==> src/rtl/uart_fifo_pkg.sv <==
`default_nettype none
// ============================================================================
// Module      : uart_fifo_pkg
// Description : Shared constants for the UART transmit/receive byte FIFOs:
//               byte width, default depth and drain FSM state encodings.
// Revision    : 1.0 - initial release
// ============================================================================
package uart_fifo_pkg;

    localparam int DATA_W              = 8;
    localparam int DEFAULT_FIFO_ADDR_W = 4;

    // Drain FSM encodings
    localparam logic [1:0] ST_IDLE  = 2'd0;
    localparam logic [1:0] ST_ISSUE = 2'd1;
    localparam logic [1:0] ST_HOLD  = 2'd2;

endpackage
`default_nettype wire

==> src/rtl/uart_tx_fifo_if.sv <==
`default_nettype none
// ============================================================================
// Module      : uart_tx_fifo_if
// Description : Bus-side push port, status flags and uart_core transmit
//               handshake of the transmit FIFO, bundled as one interface.
// Revision    : 1.0 - initial release
// ============================================================================
interface uart_tx_fifo_if
    import uart_fifo_pkg::*;
#(
    parameter int FIFO_ADDR_W = DEFAULT_FIFO_ADDR_W
) ();

    logic                   rst_soft;
    logic                   push;
    logic [DATA_W-1:0]      push_data;
    logic                   full;
    logic                   empty;
    logic [FIFO_ADDR_W:0]   level;
    logic                   overflow;
    logic [DATA_W-1:0]      tx_data;
    logic                   data_write_en;
    logic                   tx_ready;

    // Bus/core side that drives the FIFO
    modport master (
        output rst_soft, push, push_data, tx_ready,
        input  full, empty, level, overflow, tx_data, data_write_en
    );

    // The FIFO itself
    modport slave (
        input  rst_soft, push, push_data, tx_ready,
        output full, empty, level, overflow, tx_data, data_write_en
    );

endinterface
`default_nettype wire

==> src/rtl/iob_sync_fifo_mem.sv <==
`default_nettype none
// ============================================================================
// Module      : iob_sync_fifo_mem
// Description : Register-array circular buffer with independent write and
//               read pointers. Head entry is visible combinationally on
//               rd_data; rd_en advances past it. Flags are kept by the user.
// Revision    : 1.0 - initial release
// ============================================================================
module iob_sync_fifo_mem #(
    parameter int ADDR_W = 4,
    parameter int DATA_W = 8
) (
    input  wire logic              clk,
    input  wire logic              rst,
    input  wire logic              clr,
    input  wire logic              wr_en,
    input  wire logic [DATA_W-1:0] wr_data,
    input  wire logic              rd_en,
    output logic      [DATA_W-1:0] rd_data
);

    localparam int DEPTH = 1 << ADDR_W;

    logic [DATA_W-1:0] mem [DEPTH];
    logic [ADDR_W-1:0] wr_ptr;
    logic [ADDR_W-1:0] rd_ptr;

    // Storage array: no reset needed, contents are only read once written
    always_ff @(posedge clk) begin
        if (wr_en) begin
            mem[wr_ptr] <= wr_data;
        end
    end

    // Pointers wrap naturally modulo depth
    always_ff @(posedge clk or posedge rst) begin
        if (rst) begin
            wr_ptr <= '0;
            rd_ptr <= '0;
        end else if (clr) begin
            wr_ptr <= '0;
            rd_ptr <= '0;
        end else begin
            if (wr_en) begin
                wr_ptr <= wr_ptr + 1'b1;
            end
            if (rd_en) begin
                rd_ptr <= rd_ptr + 1'b1;
            end
        end
    end

    assign rd_data = mem[rd_ptr];

endmodule
`default_nettype wire

==> src/rtl/uart_tx_fifo.sv <==
`default_nettype none
// ============================================================================
// Module      : uart_tx_fifo
// Description : Transmit byte FIFO ahead of uart_core. Accepts one byte per
//               cycle from the bus and drains it one byte per uart_core frame
//               through the tx_data / data_write_en / tx_ready handshake.
// Revision    : 1.0 - initial release
// ============================================================================
module uart_tx_fifo
    import uart_fifo_pkg::*;
#(
    parameter int FIFO_ADDR_W = DEFAULT_FIFO_ADDR_W
) (
    input  wire logic        clk,
    input  wire logic        rst,
    uart_tx_fifo_if.slave    bus
);

    localparam int                   DEPTH     = 1 << FIFO_ADDR_W;
    localparam logic [FIFO_ADDR_W:0] LEVEL_MAX = DEPTH[FIFO_ADDR_W:0];

    logic [1:0]             state;
    logic [FIFO_ADDR_W:0]   level;
    logic [FIFO_ADDR_W:0]   level_next;
    logic                   full;
    logic                   empty;
    logic                   overflow;
    logic [DATA_W-1:0]      tx_data;
    logic                   data_write_en;
    logic [DATA_W-1:0]      head;
    logic                   pop;
    logic                   wr_accept;

    // A pop commits the head byte; a soft clear suppresses both ports
    assign pop       = (state == ST_IDLE) && !empty && bus.tx_ready && !bus.rst_soft;
    assign wr_accept = bus.push && (!full || pop) && !bus.rst_soft;

    iob_sync_fifo_mem #(
        .ADDR_W (FIFO_ADDR_W),
        .DATA_W (DATA_W)
    ) u_mem (
        .clk     (clk),
        .rst     (rst),
        .clr     (bus.rst_soft),
        .wr_en   (wr_accept),
        .wr_data (bus.push_data),
        .rd_en   (pop),
        .rd_data (head)
    );

    // Next occupancy: push and pop together leave it unchanged
    always_comb begin
        level_next = level;
        if (wr_accept && !pop) begin
            level_next = level + 1'b1;
        end else if (pop && !wr_accept) begin
            level_next = level - 1'b1;
        end
    end

    // Registered occupancy flags and sticky overflow
    always_ff @(posedge clk or posedge rst) begin
        if (rst) begin
            level    <= '0;
            full     <= 1'b0;
            empty    <= 1'b1;
            overflow <= 1'b0;
        end else if (bus.rst_soft) begin
            level    <= '0;
            full     <= 1'b0;
            empty    <= 1'b1;
            overflow <= 1'b0;
        end else begin
            level <= level_next;
            full  <= (level_next == LEVEL_MAX);
            empty <= (level_next == '0);
            if (bus.push && full && !pop) begin
                overflow <= 1'b1;
            end
        end
    end

    // Drain FSM: pop in IDLE, strobe in ISSUE, wait for the core to go busy in HOLD
    always_ff @(posedge clk or posedge rst) begin
        if (rst) begin
            state         <= ST_IDLE;
            tx_data       <= '0;
            data_write_en <= 1'b0;
        end else if (bus.rst_soft) begin
            state         <= ST_IDLE;
            tx_data       <= '0;
            data_write_en <= 1'b0;
        end else begin
            data_write_en <= 1'b0;
            case (state)
                ST_IDLE: begin
                    if (pop) begin
                        tx_data       <= head;
                        data_write_en <= 1'b1;
                        state         <= ST_ISSUE;
                    end
                end
                ST_ISSUE: begin
                    state <= ST_HOLD;
                end
                ST_HOLD: begin
                    // Ready still high means the core has not taken the byte yet
                    if (!bus.tx_ready) begin
                        state <= ST_IDLE;
                    end
                end
                default: begin
                    state <= ST_IDLE;
                end
            endcase
        end
    end

    assign bus.full          = full;
    assign bus.empty         = empty;
    assign bus.level         = level;
    assign bus.overflow      = overflow;
    assign bus.tx_data       = tx_data;
    assign bus.data_write_en = data_write_en;

endmodule
`default_nettype wire

==> src/flat_wrapper.sv <==
// flat-port wrapper written by rule: the top's interface ports become plain ports
module uart_tx_fifo_flat import uart_fifo_pkg::*;
#(
    parameter int FIFO_ADDR_W = DEFAULT_FIFO_ADDR_W
)
  (clk, rst, bus_rst_soft, bus_push, bus_push_data, bus_tx_ready, bus_full, bus_empty, bus_level, bus_overflow, bus_tx_data, bus_data_write_en);
  uart_tx_fifo_if #(.FIFO_ADDR_W(FIFO_ADDR_W)) bus_i ();
  input  wire logic clk;
  input  wire logic rst;
  input wire logic [$bits(bus_i.rst_soft)-1:0] bus_rst_soft;
  input wire logic [$bits(bus_i.push)-1:0] bus_push;
  input wire logic [$bits(bus_i.push_data)-1:0] bus_push_data;
  input wire logic [$bits(bus_i.tx_ready)-1:0] bus_tx_ready;
  output wire logic [$bits(bus_i.full)-1:0] bus_full;
  output wire logic [$bits(bus_i.empty)-1:0] bus_empty;
  output wire logic [$bits(bus_i.level)-1:0] bus_level;
  output wire logic [$bits(bus_i.overflow)-1:0] bus_overflow;
  output wire logic [$bits(bus_i.tx_data)-1:0] bus_tx_data;
  output wire logic [$bits(bus_i.data_write_en)-1:0] bus_data_write_en;
  assign bus_i.rst_soft = bus_rst_soft;
  assign bus_i.push = bus_push;
  assign bus_i.push_data = bus_push_data;
  assign bus_i.tx_ready = bus_tx_ready;
  assign bus_full = bus_i.full;
  assign bus_empty = bus_i.empty;
  assign bus_level = bus_i.level;
  assign bus_overflow = bus_i.overflow;
  assign bus_tx_data = bus_i.tx_data;
  assign bus_data_write_en = bus_i.data_write_en;
  uart_tx_fifo #(.FIFO_ADDR_W(FIFO_ADDR_W)) u_core (.clk(clk), .rst(rst), .bus(bus_i));
endmodule
==> config.mk <==
export PLATFORM = sky130hd
export DESIGN_NAME = uart_tx_fifo_flat
export DESIGN_NICKNAME = d
export VERILOG_FILES = /design/src/rtl/uart_fifo_pkg.sv /design/src/rtl/uart_tx_fifo_if.sv /design/src/rtl/iob_sync_fifo_mem.sv /design/src/rtl/uart_tx_fifo.sv /design/src/flat_wrapper.sv
export SDC_FILE = /design/constraint.sdc
export NUM_CORES = 1
export LEC_CHECK = 0
export BUFFER_PORTS_ARGS = -buffer_cell sky130_fd_sc_hd__buf_2
export CORE_ASPECT_RATIO = 1.75
export CORE_UTILIZATION = 55
export DETAILED_ROUTE_END_ITERATION = 10
export HOLD_SLACK_MARGIN = 0.12
export PLACE_DENSITY_LB_ADDON = 0.08
export REMOVE_ABC_BUFFERS = 1
export SLEW_MARGIN = 20
export SYNTH_ARGS = -nofsm -noshare
export SYNTH_HDL_FRONTEND = slang
export SYNTH_SLANG_ARGS = --single-unit
==> constraint.sdc <==
create_clock -name clk -period 3 [get_ports clk]
set_clock_uncertainty 0.15 [all_clocks]
set_input_delay 0.3 -clock clk [delete_from_list [all_inputs] [get_ports clk]]
set_output_delay 0.3 -clock clk [all_outputs]
set_load 0.02 [all_outputs]
==> metrics.md <==
| Metric | Value |
|---|---|
| Fin Setup TNS | `0 ns` |
| Vias in the first global route | `3331` |
| Fin cells | `539` |
| Post-Route WL | `roughly 13000 um` |
| Clock Latency Late Sink | `0.42 ns` |
| Synth Area in Compound Gates | `under 10%` |
| Clk slew on worst S/H paths | `0.06 ns` |
| Slew headroom | `55.7%` |
| Largest family of logic cells by synthesized area | `multiplexers` |
| WS Path Type | `flop to flop` |
| WHS Endpoint | `u_core.u_mem.mem[4][0]` |
| Yosys reg bits | `roughly 160` |
| Area added between synthesis and finish | `14.5%` |
| Share of cells above drive strength 1 | `a little over a quarter` |
| Tcrit/Tclk final | `88.5%` |
| Sequential share of the synthesized area | `slightly above 70%` |
| Final Hold Viols | `0` |
| Worst endpoint required time | `2.92 ns` |
| Worst hold margin | `0.137 ns` |
| Number of DRC markers in iteration 0 | `133` |
| FF-to-FF Start | `u_core.state[0]` |
| Worst r2r path cells | `5` |
| # rows | `between 50 and 60` |
| Post-synthesis xor/xnor area fraction | `1.53%` |
| First-pass detailed-route iteration total | `4` |
| Via count | `3247` |
| Routed wl met2 | `7140 um` |
| Pins Over Slew Limit | `0` |
| Clk root buf | `clkbuf_16` |
| Chip height | `143 um` |
| Worst hold path class | `primary input to flop` |
| Final setup violation count | `0` |
| Endpoint class of the critical path | `flop` |
| VDD IR max | `0.000491 V` |
| CTS H-tree depth | `4` |
| Vias per inst | `6.02` |
| CTS tree | `yes` |
| Post-synthesis simple-gate area fraction | `6.79%` |
| CTS Buf Count | `17` |
| Largest net degree at the start of global routing | `34` |
| Mux contribution to synthesized area | `between 10% and 20%` |
| Maximum fanout along the worst path | `8` |
| Met3 wire length | `533 um` |
| Synth top area share | `between 60% and 70%` |
| Worst Max-Slew Pin Slew | `between 0.6 and 0.7 ns` |
| Max-cap violations | `0` |
| RSZ-0062 raised after global routing | `no` |
| Synth Flop Type | `edfxtp_1` |
| Gpl congestion | `0.761` |
| Final HPWL DP | `8870 um` |
| CTS Sinks | `between 150 and 200` |
| Max Fclk | `377 MHz` |
| Bufs on Longest Clock Path | `2` |
| Final nets | `414` |
| Post-Synth Adder-Cell Area | `between 1 and 1.5%` |
| Core area | `0.0111 mm^2` |
| Hold Crit Start | `bus_push_data[0]` |
| Post-Syn Area | `0.00628 mm^2` |
| Avg Cell Area, Syn | `17.6 um^2` |
| DIE AREA | `0.0119 mm^2` |
| Synth Instances | `356` |
| Depth of the worst hold-timing path | `1` |
| Critical Path Most Common Cell | `nand2_1` |
| Worst reg-to-reg setup slack | `0.35 ns` |
| Status | `finished clean` |
| Critical-path top delay cell | `or4b_1` |
| Initial Util | `56.6%` |
| Dpl cells | `504` |
| Antenna violations before repair | `0` |
| Die X-Extent | `around 83 um` |
| Critical Path Source Type | `flop` |
| Core Util, Final | `64.8%` |
| Async set or reset register ratio after synthesis | `17.4%` |
| Number of flops mapped to enable cells by yosys | `128` |
| Ports | `30` |
| Ys Warns | `0` |
| Grt ovf | `0` |
| PwrDens | `685 mW/mm^2` |
| Most frequent cell after synthesis | `edfxtp_1` |
| Slowest stage delay, CP | `0.58 ns` |
| Largest cells by area after synthesis | `edfxtp_1 (61%), mux4_2 (11%), dfrtp_1 (10%)` |
| Highest Signal Layer | `met4` |
| Antenna Violating Nets Remaining | `0` |
| Synth cell count leaders | `edfxtp_1 (128), mux4_2 (32), nor2_1 (29)` |
| Fin crit period | `2.65 ns` |
| PortBufs | `29` |
| Synth area leader | `edfxtp_1` |
| Count of unique library cells instantiated by Yosys | `42` |
| Global Route Usage Sum | `24.2%` |
| CP cell instances | `or4b_1, nand2_1, nand2_1, nor4_1, and2_1` |
| R2R Path End | `u_core.u_mem.mem[0][2]` |
| DR WL/cell | `23.5 um` |
| First-pass GRT wire length | `between 15000 and 20000 um` |
| DRC errors left | `0` |
| WP data arrival | `2.57 ns` |
| Number of diodes | `0` |
| Wl on met1 | `~4500 um` |
| Leakage | `2.53 nW` |
-- metrics by stage --
step / instance area (um^2) / total power, mW / setup WS, ns
after floorplan: 6200 / 2.73 / 0.210
after global placement: 6590 / 2.90 / 0.422
final: 7190 / 4.93 / 0.345
after detailed placement: 6590 / 2.90 / 0.314
after CTS: 7190 / 4.97 / 0.321
after global routing: 7190 / 5.09 / 0.177
-- metal layers --
layer	vias to the layer above	GRT usage (%)
met5	-	0
met4	0	11.3
met3	27	6.79
met2	83	42.8
met1	1662	25.8
li1	1475	-
-- flip-flops by register name (all words and copies together) (netlist names) --
signal / count
u_core.bus.tx_data: 8
u_core.bus.full: 1
u_core.u_mem.mem: 128
u_core.state: 2
u_core.bus.level: 5
u_core.bus.overflow: 1
u_core.bus.empty: 1
u_core.u_mem.rd_ptr: 4
u_core.bus.data_write_en: 1
u_core.u_mem.wr_ptr: 4
-- cells in the final DEF, fill, tap and decap left out, drive strengths merged, types with 2 or more instances in the layout --
cell type,n
mux2,2
clkinvlp,4
mux4,32
inv,9
o21ai,2
ha,7
and3,6
nor4b,3
dfrtp,26
clkinv,3
dlygate4sd3,3
buf,36
xnor2,5
nand2,10
and2,13
edfxtp,128
clkbuf,19
nor2b,3
bufinv,2
nand3,4
a21oi,20
xor2,6
a22oi,16
a31oi,2
nor3,2
nor2,29
nand4b,2
-- cells by family after synthesis --
group	after synthesis
and+or+nand+nor	78
muxes	34
xor gates and xnor gates	11
adders and majority gates	7
DFF	155
buffers and inverters	25
AOI/OAI and AO/OA	46
-- worst max path at each step --
stage | start | to | slack [ns]
detailed placement | u_core.state[0] | u_core.u_mem.mem[2][3] | 0.31
global route | bus_tx_ready | u_core.u_mem.mem[0][0] | 0.18
global placement | u_core.state[0] | u_core.u_mem.mem[1][4] | 0.42
floorplan | u_core.u_mem.rd_ptr[0] | u_core.bus.tx_data[1] | 0.21
CTS | u_core.state[0] | u_core.u_mem.mem[2][2] | 0.32
finish | u_core.state[0] | u_core.u_mem.mem[0][2] | 0.35
-- cell type report --
class | count | area, um^2
clock buffers | 19 | 433
clock inverters | 13 | 144
fillers | 813 | 3910
inverters | 5 | 18.8
multi-input cells | 176 | 1660
flip-flops and latches | 155 | 4520
well taps | 132 | 165
repair buffers | 39 | 253
-- report_power, final --
| group | switching (mW) | internal (mW) | total [mW] |
|---|---|---|---|
| combinational | 0.248 | 0.184 | 0.432 |
| sequential | 0.0445 | 2.38 | 2.42 |
| clock | 0.839 | 1.23 | 2.07 |
-- critical path, delay by kind of cell (launching register included) --
kind / cells / cell delay [ns]
flip-flops: 1 / 0.42
AND/OR/NAND/NOR: 5 / 1.73
-- what timing repair did --
action,in CTS,in global routing
resized for setup,0,0
hold buffers,3,0
setup endpoints to repair,0,0
setup buffers,0,0
hold endpoints to repair,35,0
(Power assumes the default switching activity.)
